===== config.mk =====
export PLATFORM = sky130hd
export DESIGN_NAME = control_unit
export DESIGN_NICKNAME = d
export VERILOG_FILES = /design/src/rtl/tiny16_pkg.sv /design/src/rtl/instr_decode.sv /design/src/rtl/control_unit.sv
export SDC_FILE = /design/constraint.sdc
export NUM_CORES = 1
export LEC_CHECK = 0
export ABC_AREA = 1
export CAP_MARGIN = 10
export CORE_MARGIN = 4
export CORE_UTILIZATION = 44
export DETAILED_ROUTE_END_ITERATION = 10
export PLACE_DENSITY = 0.8
export SKIP_CTS_REPAIR_TIMING = 1
export SLEW_MARGIN = 15
export SYNTH_ARGS = -nofsm -noshare
export SYNTH_HDL_FRONTEND = slang
export SYNTH_HIERARCHICAL = 1
export SYNTH_SLANG_ARGS = --single-unit

===== constraint.sdc =====
create_clock -name clk -period 1.5 [get_ports clk]
set_input_delay 0.225 -clock clk [delete_from_list [all_inputs] [get_ports clk]]
set_output_delay 0.225 -clock clk [all_outputs]
set_load 0.03 [all_outputs]

===== src/rtl/tiny16_pkg.sv =====
// Shared types and encodings for the tiny16 core control path.
package tiny16_pkg;

    typedef enum logic [3:0] {
        OpNop = 4'd0,  OpMov = 4'd1,  OpLdi = 4'd2,  OpAdd = 4'd3,
        OpSub = 4'd4,  OpAnd = 4'd5,  OpOr  = 4'd6,  OpXor = 4'd7,
        OpLd  = 4'd8,  OpSt  = 4'd9,  OpJmp = 4'd10, OpJz  = 4'd11,
        OpR12 = 4'd12, OpR13 = 4'd13, OpR14 = 4'd14, OpHlt = 4'd15
    } opcode_e;

    typedef enum logic [2:0] {
        StIdle, StFetch, StDecode, StExec, StMemRd, StMemWr, StHalt
    } state_e;

    typedef enum logic [2:0] {
        ClsNop, ClsExec, ClsJz, ClsLoad, ClsStore, ClsHalt
    } op_class_e;

    localparam logic [1:0] InSelAlu = 2'd0;
    localparam logic [1:0] InSelMem = 2'd1;
    localparam logic [1:0] InSelImm = 2'd2;
    localparam logic [1:0] InSelSrc = 2'd3;

    localparam logic [1:0] AddrSelPc  = 2'd0;
    localparam logic [1:0] AddrSelSrc = 2'd1;
    localparam logic [1:0] AddrSelDst = 2'd2;

    localparam logic [2:0] AluAdd  = 3'd0;
    localparam logic [2:0] AluSub  = 3'd1;
    localparam logic [2:0] AluAnd  = 3'd2;
    localparam logic [2:0] AluOr   = 3'd3;
    localparam logic [2:0] AluXor  = 3'd4;
    localparam logic [2:0] AluPass = 3'd5;

endpackage


===== src/rtl/instr_decode.sv =====
// Combinational opcode decoder: classifies the instruction and picks the
// write-back source, ALU function and flag behaviour.
module instr_decode
    import tiny16_pkg::*;
(
    input  opcode_e    opcode,
    output op_class_e  op_class,
    output logic [2:0] alu_op,
    output logic [1:0] in_sel,
    output logic       wr_en,
    output logic       jump,
    output logic       sets_flags,
    output logic       clear_c,
    output logic       illegal
);

    always_comb begin
        op_class   = ClsExec;
        alu_op     = AluPass;
        in_sel     = InSelAlu;
        wr_en      = 1'b0;
        jump       = 1'b0;
        sets_flags = 1'b0;
        clear_c    = 1'b0;
        illegal    = 1'b0;
        case (opcode)
            OpNop: op_class = ClsNop;
            OpMov: begin wr_en = 1'b1; in_sel = InSelSrc; end
            OpLdi: begin wr_en = 1'b1; in_sel = InSelImm; end
            OpAdd: begin wr_en = 1'b1; alu_op = AluAdd; sets_flags = 1'b1; end
            OpSub: begin wr_en = 1'b1; alu_op = AluSub; sets_flags = 1'b1; end
            OpAnd: begin wr_en = 1'b1; alu_op = AluAnd; sets_flags = 1'b1; clear_c = 1'b1; end
            OpOr:  begin wr_en = 1'b1; alu_op = AluOr;  sets_flags = 1'b1; clear_c = 1'b1; end
            OpXor: begin wr_en = 1'b1; alu_op = AluXor; sets_flags = 1'b1; clear_c = 1'b1; end
            OpLd:  begin op_class = ClsLoad; wr_en = 1'b1; in_sel = InSelMem; end
            OpSt:  op_class = ClsStore;
            OpJmp: begin wr_en = 1'b1; jump = 1'b1; in_sel = InSelSrc; end
            OpJz:  begin op_class = ClsJz; wr_en = 1'b1; jump = 1'b1; in_sel = InSelSrc; end
            OpHlt: op_class = ClsHalt;
            default: begin op_class = ClsHalt; illegal = 1'b1; end
        endcase
    end

endmodule


===== src/rtl/control_unit.sv =====
// Multi-cycle fetch/decode/execute sequencer for tiny16; owns IR and Z/C flags
// and drives register-file, memory and ALU controls.
module control_unit
    import tiny16_pkg::*;
#(
    parameter int unsigned RESET_PC_HOLD = 1
) (
    input  logic        clk,
    input  logic        rst,
    input  logic [15:0] mem_rdata,
    input  logic        mem_ready,
    input  logic        alu_z,
    input  logic        alu_c,
    output logic        mem_req,
    output logic        mem_we,
    output logic [1:0]  addr_sel,
    output logic [2:0]  src_sel,
    output logic [2:0]  dst_sel,
    output logic        in_en,
    output logic [1:0]  in_sel,
    output logic        pc_inc,
    output logic [2:0]  alu_op,
    output logic [15:0] ir,
    output logic [1:0]  flags,
    output logic        halted,
    output logic        illegal
);

    state_e      state_q, state_d;
    logic [3:0]  hold_q, hold_d;
    logic [15:0] ir_q, ir_d;
    logic [1:0]  flags_q, flags_d;

    op_class_e  dec_class;
    logic [2:0] dec_alu_op;
    logic [1:0] dec_in_sel;
    logic       dec_wr_en, dec_jump, dec_sets_flags, dec_clear_c, dec_illegal;

    instr_decode u_decode (
        .opcode     (opcode_e'(ir_q[15:12])),
        .op_class   (dec_class),
        .alu_op     (dec_alu_op),
        .in_sel     (dec_in_sel),
        .wr_en      (dec_wr_en),
        .jump       (dec_jump),
        .sets_flags (dec_sets_flags),
        .clear_c    (dec_clear_c),
        .illegal    (dec_illegal)
    );

    always_ff @(posedge clk or posedge rst) begin
        if (rst) begin
            state_q <= StIdle;
            hold_q  <= 4'd0;
            ir_q    <= 16'h0000;
            flags_q <= 2'b00;
        end else begin
            state_q <= state_d;
            hold_q  <= hold_d;
            ir_q    <= ir_d;
            flags_q <= flags_d;
        end
    end

    always_comb begin
        state_d  = state_q;
        hold_d   = hold_q;
        ir_d     = ir_q;
        flags_d  = flags_q;
        mem_req  = 1'b0;
        mem_we   = 1'b0;
        addr_sel = AddrSelPc;
        src_sel  = 3'd0;
        dst_sel  = 3'd0;
        in_en    = 1'b0;
        in_sel   = InSelAlu;
        pc_inc   = 1'b0;
        alu_op   = 3'd0;
        halted   = 1'b0;
        illegal  = 1'b0;
        case (state_q)
            StIdle: begin
                if (hold_q == 4'(RESET_PC_HOLD - 1)) begin
                    hold_d  = 4'd0;
                    state_d = StFetch;
                end else begin
                    hold_d = hold_q + 4'd1;
                end
            end
            StFetch: begin
                mem_req = 1'b1;
                if (mem_ready) begin
                    ir_d    = mem_rdata;
                    pc_inc  = 1'b1;
                    state_d = StDecode;
                end
            end
            StDecode: begin
                src_sel = ir_q[8:6];
                dst_sel = ir_q[11:9];
                case (dec_class)
                    ClsHalt:  state_d = StHalt;
                    ClsLoad:  state_d = StMemRd;
                    ClsStore: state_d = StMemWr;
                    ClsNop:   state_d = StFetch;
                    ClsJz:    state_d = flags_q[0] ? StExec : StFetch;
                    default:  state_d = StExec;
                endcase
            end
            StExec: begin
                src_sel = ir_q[8:6];
                dst_sel = dec_jump ? 3'd0 : ir_q[11:9];
                in_en   = dec_wr_en;
                in_sel  = dec_in_sel;
                alu_op  = dec_alu_op;
                if (dec_sets_flags) begin
                    flags_d = {alu_c & ~dec_clear_c, alu_z};
                end
                state_d = StFetch;
            end
            StMemRd: begin
                mem_req  = 1'b1;
                addr_sel = AddrSelSrc;
                src_sel  = ir_q[8:6];
                dst_sel  = ir_q[11:9];
                if (mem_ready) begin
                    in_en   = 1'b1;
                    in_sel  = InSelMem;
                    state_d = StFetch;
                end
            end
            StMemWr: begin
                mem_req  = 1'b1;
                mem_we   = 1'b1;
                addr_sel = AddrSelDst;
                src_sel  = ir_q[8:6];
                dst_sel  = ir_q[11:9];
                if (mem_ready) begin
                    state_d = StFetch;
                end
            end
            StHalt: begin
                // IR is frozen here, so the decoder's illegal flag records the cause.
                halted  = 1'b1;
                illegal = dec_illegal;
            end
            default: state_d = StIdle;
        endcase
    end

    assign ir    = ir_q;
    assign flags = flags_q;

    a_in_pc_excl: assert property (@(posedge clk) disable iff (rst) !(in_en && pc_inc));
    a_pc_fetch:   assert property (@(posedge clk) disable iff (rst) pc_inc |-> state_q == StFetch);
    a_we_memwr:   assert property (@(posedge clk) disable iff (rst) mem_we |-> state_q == StMemWr);

endmodule


== After elaboration in Yosys (flattened, before gate mapping) ==
Cells that the tools add are included.
W data, S select, Z words.
Storage, ports and cells
  flip-flop bits (word level): 25
  output and inout port bits: 37
  word-level logic and storage cells: 80
Cells by class
  $add $sub $neg: 1
  eq/ne operators: 25
  multiplexer cells: 29
  bitwise gates (word level): 3
  reduce and logical (&&, ||, !) cells: 18
Operators by type and width (number)
  $pmux W3 S5: 3
  $eq A4 B4 Y1 const B: 5
  $mux W3: 6
  $pmux W3 S6: 1
  $eq A4 B3 Y1 const B: 4
  $eq A3 B3 Y1 const B: 5
  $reduce_or A13 Y1: 1
  $eq A3 B2 Y1 const B: 4
  $mux W1: 12
  $reduce_or A3 Y1: 4
  $reduce_or A10 Y1: 1
  $eq A4 B2 Y1 const B: 2
  $logic_not A4 Y1: 2
  $pmux W2 S2: 2
  $reduce_or A8 Y1: 1
  $logic_not A3 Y1: 2
  $pmux W2 S3: 1
  $pmux W3 S2: 1
  $reduce_or A5 Y1: 1
  $add A4 B1 Y4 const B: 1
  $eq A4 B1 Y1 const B: 1
  $mux W4: 1
  $ne A2 B2 Y1 const B: 2
  $reduce_and A2 Y1: 2
  9 further kinds: 11

== Logic depth before layout (Yosys ltp) ==
  depth after elaboration: 6
  depth in mapped cells: 12
  mapped depth without buffers: 12

== Cells and area by module ==
Netlist, hierarchy kept.
Modules (own cells, without submodules)
  control_unit: instances 1, cells an instance 181, area an instance 1405.1 sq um, seq. area each 625.6 sq um
  instr_decode: instances 1, cells an instance 40, area an instance 173.9 sq um, seq. area each 0.0 sq um

== Worst setup path before layout ==
OpenSTA, ideal clock, no wires.
  path kind: register -> output
  start point: register state_q[1]
  end point: output port addr_sel[1]
  arrival: 1.716 ns
  path slack: -0.441 ns
  cell stages (with the launch flop): 5
  buffers on the path: 0
  cell sequence: dfrtp_1 -> inv_4 -> ha_1 -> inv_1 -> nor4_1
Between the ends
  longest elaborated chain between the ends: 2
Ends and longest elaborated chain
  from (decl): line control_unit.sv:29  | state_e state_q, state_d;
  from (signal assigned): line control_unit.sv:53  | state_q <= StIdle;
  from (signal assigned): line control_unit.sv:58  | state_q <= state_d;
  $eq A3 B3 Y1: line control_unit.sv:81  | case (state_q)
  $pmux W2 S2 (*): line control_unit.sv:81
  to (decl): line control_unit.sv:16  | output logic [1:0] addr_sel,
Mark *: on every way between the ends. The rest lies on a longest branch, timed or not.

== Worst setup path after layout ==
  start point: register ir_q[14] (netlist: ir[14])
  end point: output port dst_sel[0]
Between the ends
  longest elaborated chain between the ends: 5
Ends and longest elaborated chain
  from (decl): line control_unit.sv:31  | logic [15:0] ir_q, ir_d;
  from (signal assigned): line control_unit.sv:60  | ir_q <= ir_d;
  $eq A4 B4 Y1: line instr_decode.sv:26  | case (opcode)
  $reduce_or A2 Y1 (no line) (*)
  $mux W1 (*): line instr_decode.sv:26
  net dec_jump: line control_unit.sv:37  | logic dec_wr_en, dec_jump, dec_sets_flags, dec_clear_c, dec_illegal;
  $mux W3 (*): line control_unit.sv:112  | dst_sel = dec_jump ? 3'd0 : ir_q[11:9];
  $pmux W3 S2 (*): line control_unit.sv:81
  to (decl): line control_unit.sv:18  | output logic [2:0] dst_sel,
The timed path passes the listed nets; every way through them passes the cells marked *.

==> impl_metrics.ini <==
[setup_path]
worst_path_largest_cell_delay_ns = 0.48
critPathLaunchType = flip-flop
arrival_ns = 1.58
path_class = reg2out
critPathBufInv = 2
cp.required_ns = 1.27
cp_top_family = simple AND/OR/NAND/NOR gates
cpMostUsedCell = nor2_4
crit_slowest_cell = dfrtp_2
cp-end-kind = output port
worstPathCellList = inv_4 > nand2_4 > nor2_4 > o21ai_4 > nor2_4 > nor2_4 > buf_6
cp_max_fo = 4
reg2reg_from = ir[13]
startpoint = ir[14]

[global_routing]
grt_pass1_wl_um = 6370
grt_max_degree = 26
antenna_found_initial = 0
grt_pass1_vias = 1493
grt_util_all_layers_pct = 18.3
grt_overflow = 0

[power]
static-leakage-power_nw = 1.49
finalPower_w = 0.00595
power_density_nw_per_um2 = 2290
irDropWorstVdd_uv = 1200

[synth]
synth_nets = 246
synthXorXnorAreaFrac_pct = 1.11
synth_top_cell_area_share_pct = 39.6
yosysMostFrequentCell = nand2_1
synthTopCellsByArea = dfrtp_1, nand2_1, inv_1, nor2_1, nand3_1
synth_area_um2 = 1580
ys.flop_type = dfrtp_1
synthArstFlopShare_pct = 100
synth_edf_count = 0
synth_compound_area_share_pct = 7.29
postSynthCellCount = 221
synth_top_family_by_area = simple AND/OR/NAND/NOR gates
ys_ff_latch = 25
synthSimpleGateAreaFrac_pct = 37.8
synth_common_cells = nand2_1, inv_1, dfrtp_1
yosysTopAreaCell = dfrtp_1
avgSynthCellArea_um2 = 7.14
ys_warn_count = 6
synth_cell_types = 31
synth-adder-area-share_pct = 3.17
synth.area.mux_share_pct = 0
synth-seq-area-share_pct = 39.6

[layout]
nFillCells = 238
drive_gt1_share_pct = 34.7
area_growth_syn_to_layout_pct = 64.3
diodes = 0
instances_no_fill = 343
final_util_pct = 76.6
fin_area_um2 = 2590
num-nets-final = 323

[clock_tree]
h-tree-depth = 1
cts_sinks = 25
clk_pin_slew_ns = 0.13
clockRootBuffer = clkbuf_4
cts_tree = built
clock_path_buffers = 2
numCtsBuffers = 3
clock_latency_ns = 0.31

[timing]
min_period_ns = 1.80
rsz0062_at_grt = true
drv_slew = 0
setup_violations = 19
fmax_mhz = 555
skew_ns = 0.00221
relSlewSlack_pct = 75.2
setup_slack_ns = -0.302
period_share_pct = 120
holdWs_ns = 0.280
tightest_slew_ns = 0.372
hold_violations = 0

[route]
route.detailed.drc = 0
route.met3.wl_um = 278
wl_met1_um = 1870
routedWlPerCell_um = 13.1
first_pass_iters = 4
vias = 1646
drtIter0Drc = 77
maxUsedRoutingLayer = met4
drt_wl_total_um = 4490
routed-wl-met2_um = 2300
via_per_inst = 4.80
ant_nets = 0

[worst_hold_path]
hold_class = in2async

[place]
dp_hpwl_um = 3150
placed_cell_area_um2 = 2300
port-buffer-count = 57
place_inst = 333
gp_congestion = 0.938

[floorplanning]
placementRows = 21
die_w_um = 67.9
dieArea_um2 = 4610
start_util_pct = 46.6
coreArea_um2 = 3390
ios = 58
die_h_um = 67.9

[status]
status = complete, but fails checks
violations = negative setup slack

[run]
drv_cap = 0
-- worst register-to-register path, delay by kind of cell (launching register included) --
kind | cells | cell delay [ns]
AO/OA/AOI/OAI | 2 | 0.38
flip-flops | 1 | 0.50
AND/OR/NAND/NOR | 6 | 0.46
buffers and inverters | 1 | 0.11
-- final cells by class --
class	instances	area (µm²)	share of cell area, %
clock buffer	4	26.3	1.01
tap	46	57.6	2.22
timing repair buffer	75	779	30.0
multi-input combinational	156	948	36.5
sequential	25	633	24.4
inverter	37	150	5.79
-- sequential cells by signal, summed over array words and instances (netlist names) --
| signal | cells |
|---|---|
| flags | 2 |
| state_q | 3 |
| ir | 16 |
| hold_q | 4 |
-- kinds of logic (layout without fill, tap and decap cells) --
kind of cell,after synthesis,count (layout)
AOI/OAI and AO/OA,17,17
xor gates and xnor gates,2,2
adders and majority gates,4,4
buffers and inverters,40,116
and+or+nand+nor,133,133
DFF,25,25
-- power by group --
part	total (W)	internal [W]	switching, W	leakage [nW]
Sequential	0.00125	0.000959	0.000288	0.309
Combinational	0.00441	0.00174	0.00267	1.16
Clock	0.000293	0.000104	0.000189	0.0150
Total	0.00595	0.00281	0.00314	1.49
-- worst paths after layout --
kind	slack, ns	to	cells past startpoint
setup / recovery	-0.30	dst_sel[0]	7
hold / removal	0.28	state_q[2]	3
setup reg to reg	0.01	state_q[0]	9
hold reg to reg	0.49	hold_q[3]	1
max in group asynchronous	0.96	state_q[0]	3
min in group clk	0.43	ir[5]	3
-- layout by cell type (no fill, tap or decap), drive strengths merged --
| cell | instances |
|---|---|
| nor2 | 26 |
| inv | 36 |
| xnor2 | 1 |
| buf | 37 |
| xor2 | 1 |
| nand2 | 89 |
| o21bai | 1 |
| clkdlybuf4s50 | 20 |
| nor3 | 3 |
| clkbuf | 4 |
| dfrtp | 25 |
| a21oi | 4 |
| a21boi | 1 |
| dlymetal6s2s | 18 |
| o31ai | 1 |
| nand4 | 1 |
| nand3 | 13 |
| ha | 4 |
| clkinv | 1 |
| o21ai | 10 |
| nor4 | 1 |
-- metal layers --
| layer | track usage [%] | vias up |
|---|---|---|
| li1 | - | 825 |
| met1 | 24.6 | 762 |
| met2 | 29.8 | 53 |
| met3 | 3.28 | 6 |
| met4 | 5.96 | 0 |
| met5 | 0 | - |
-- per-stage QoR --
| step | TNS [ns] | worst slack, ns |
|---|---|---|
| floorplan | -0.104 | -0.0997 |
| global placement | 0 | 0.0556 |
| detailed placement | 0 | 0.0260 |
| CTS | -6.41 | -0.343 |
| global route | -4.97 | -0.380 |
| finish | -3.21 | -0.302 |
(Power assumes the default switching activity.)
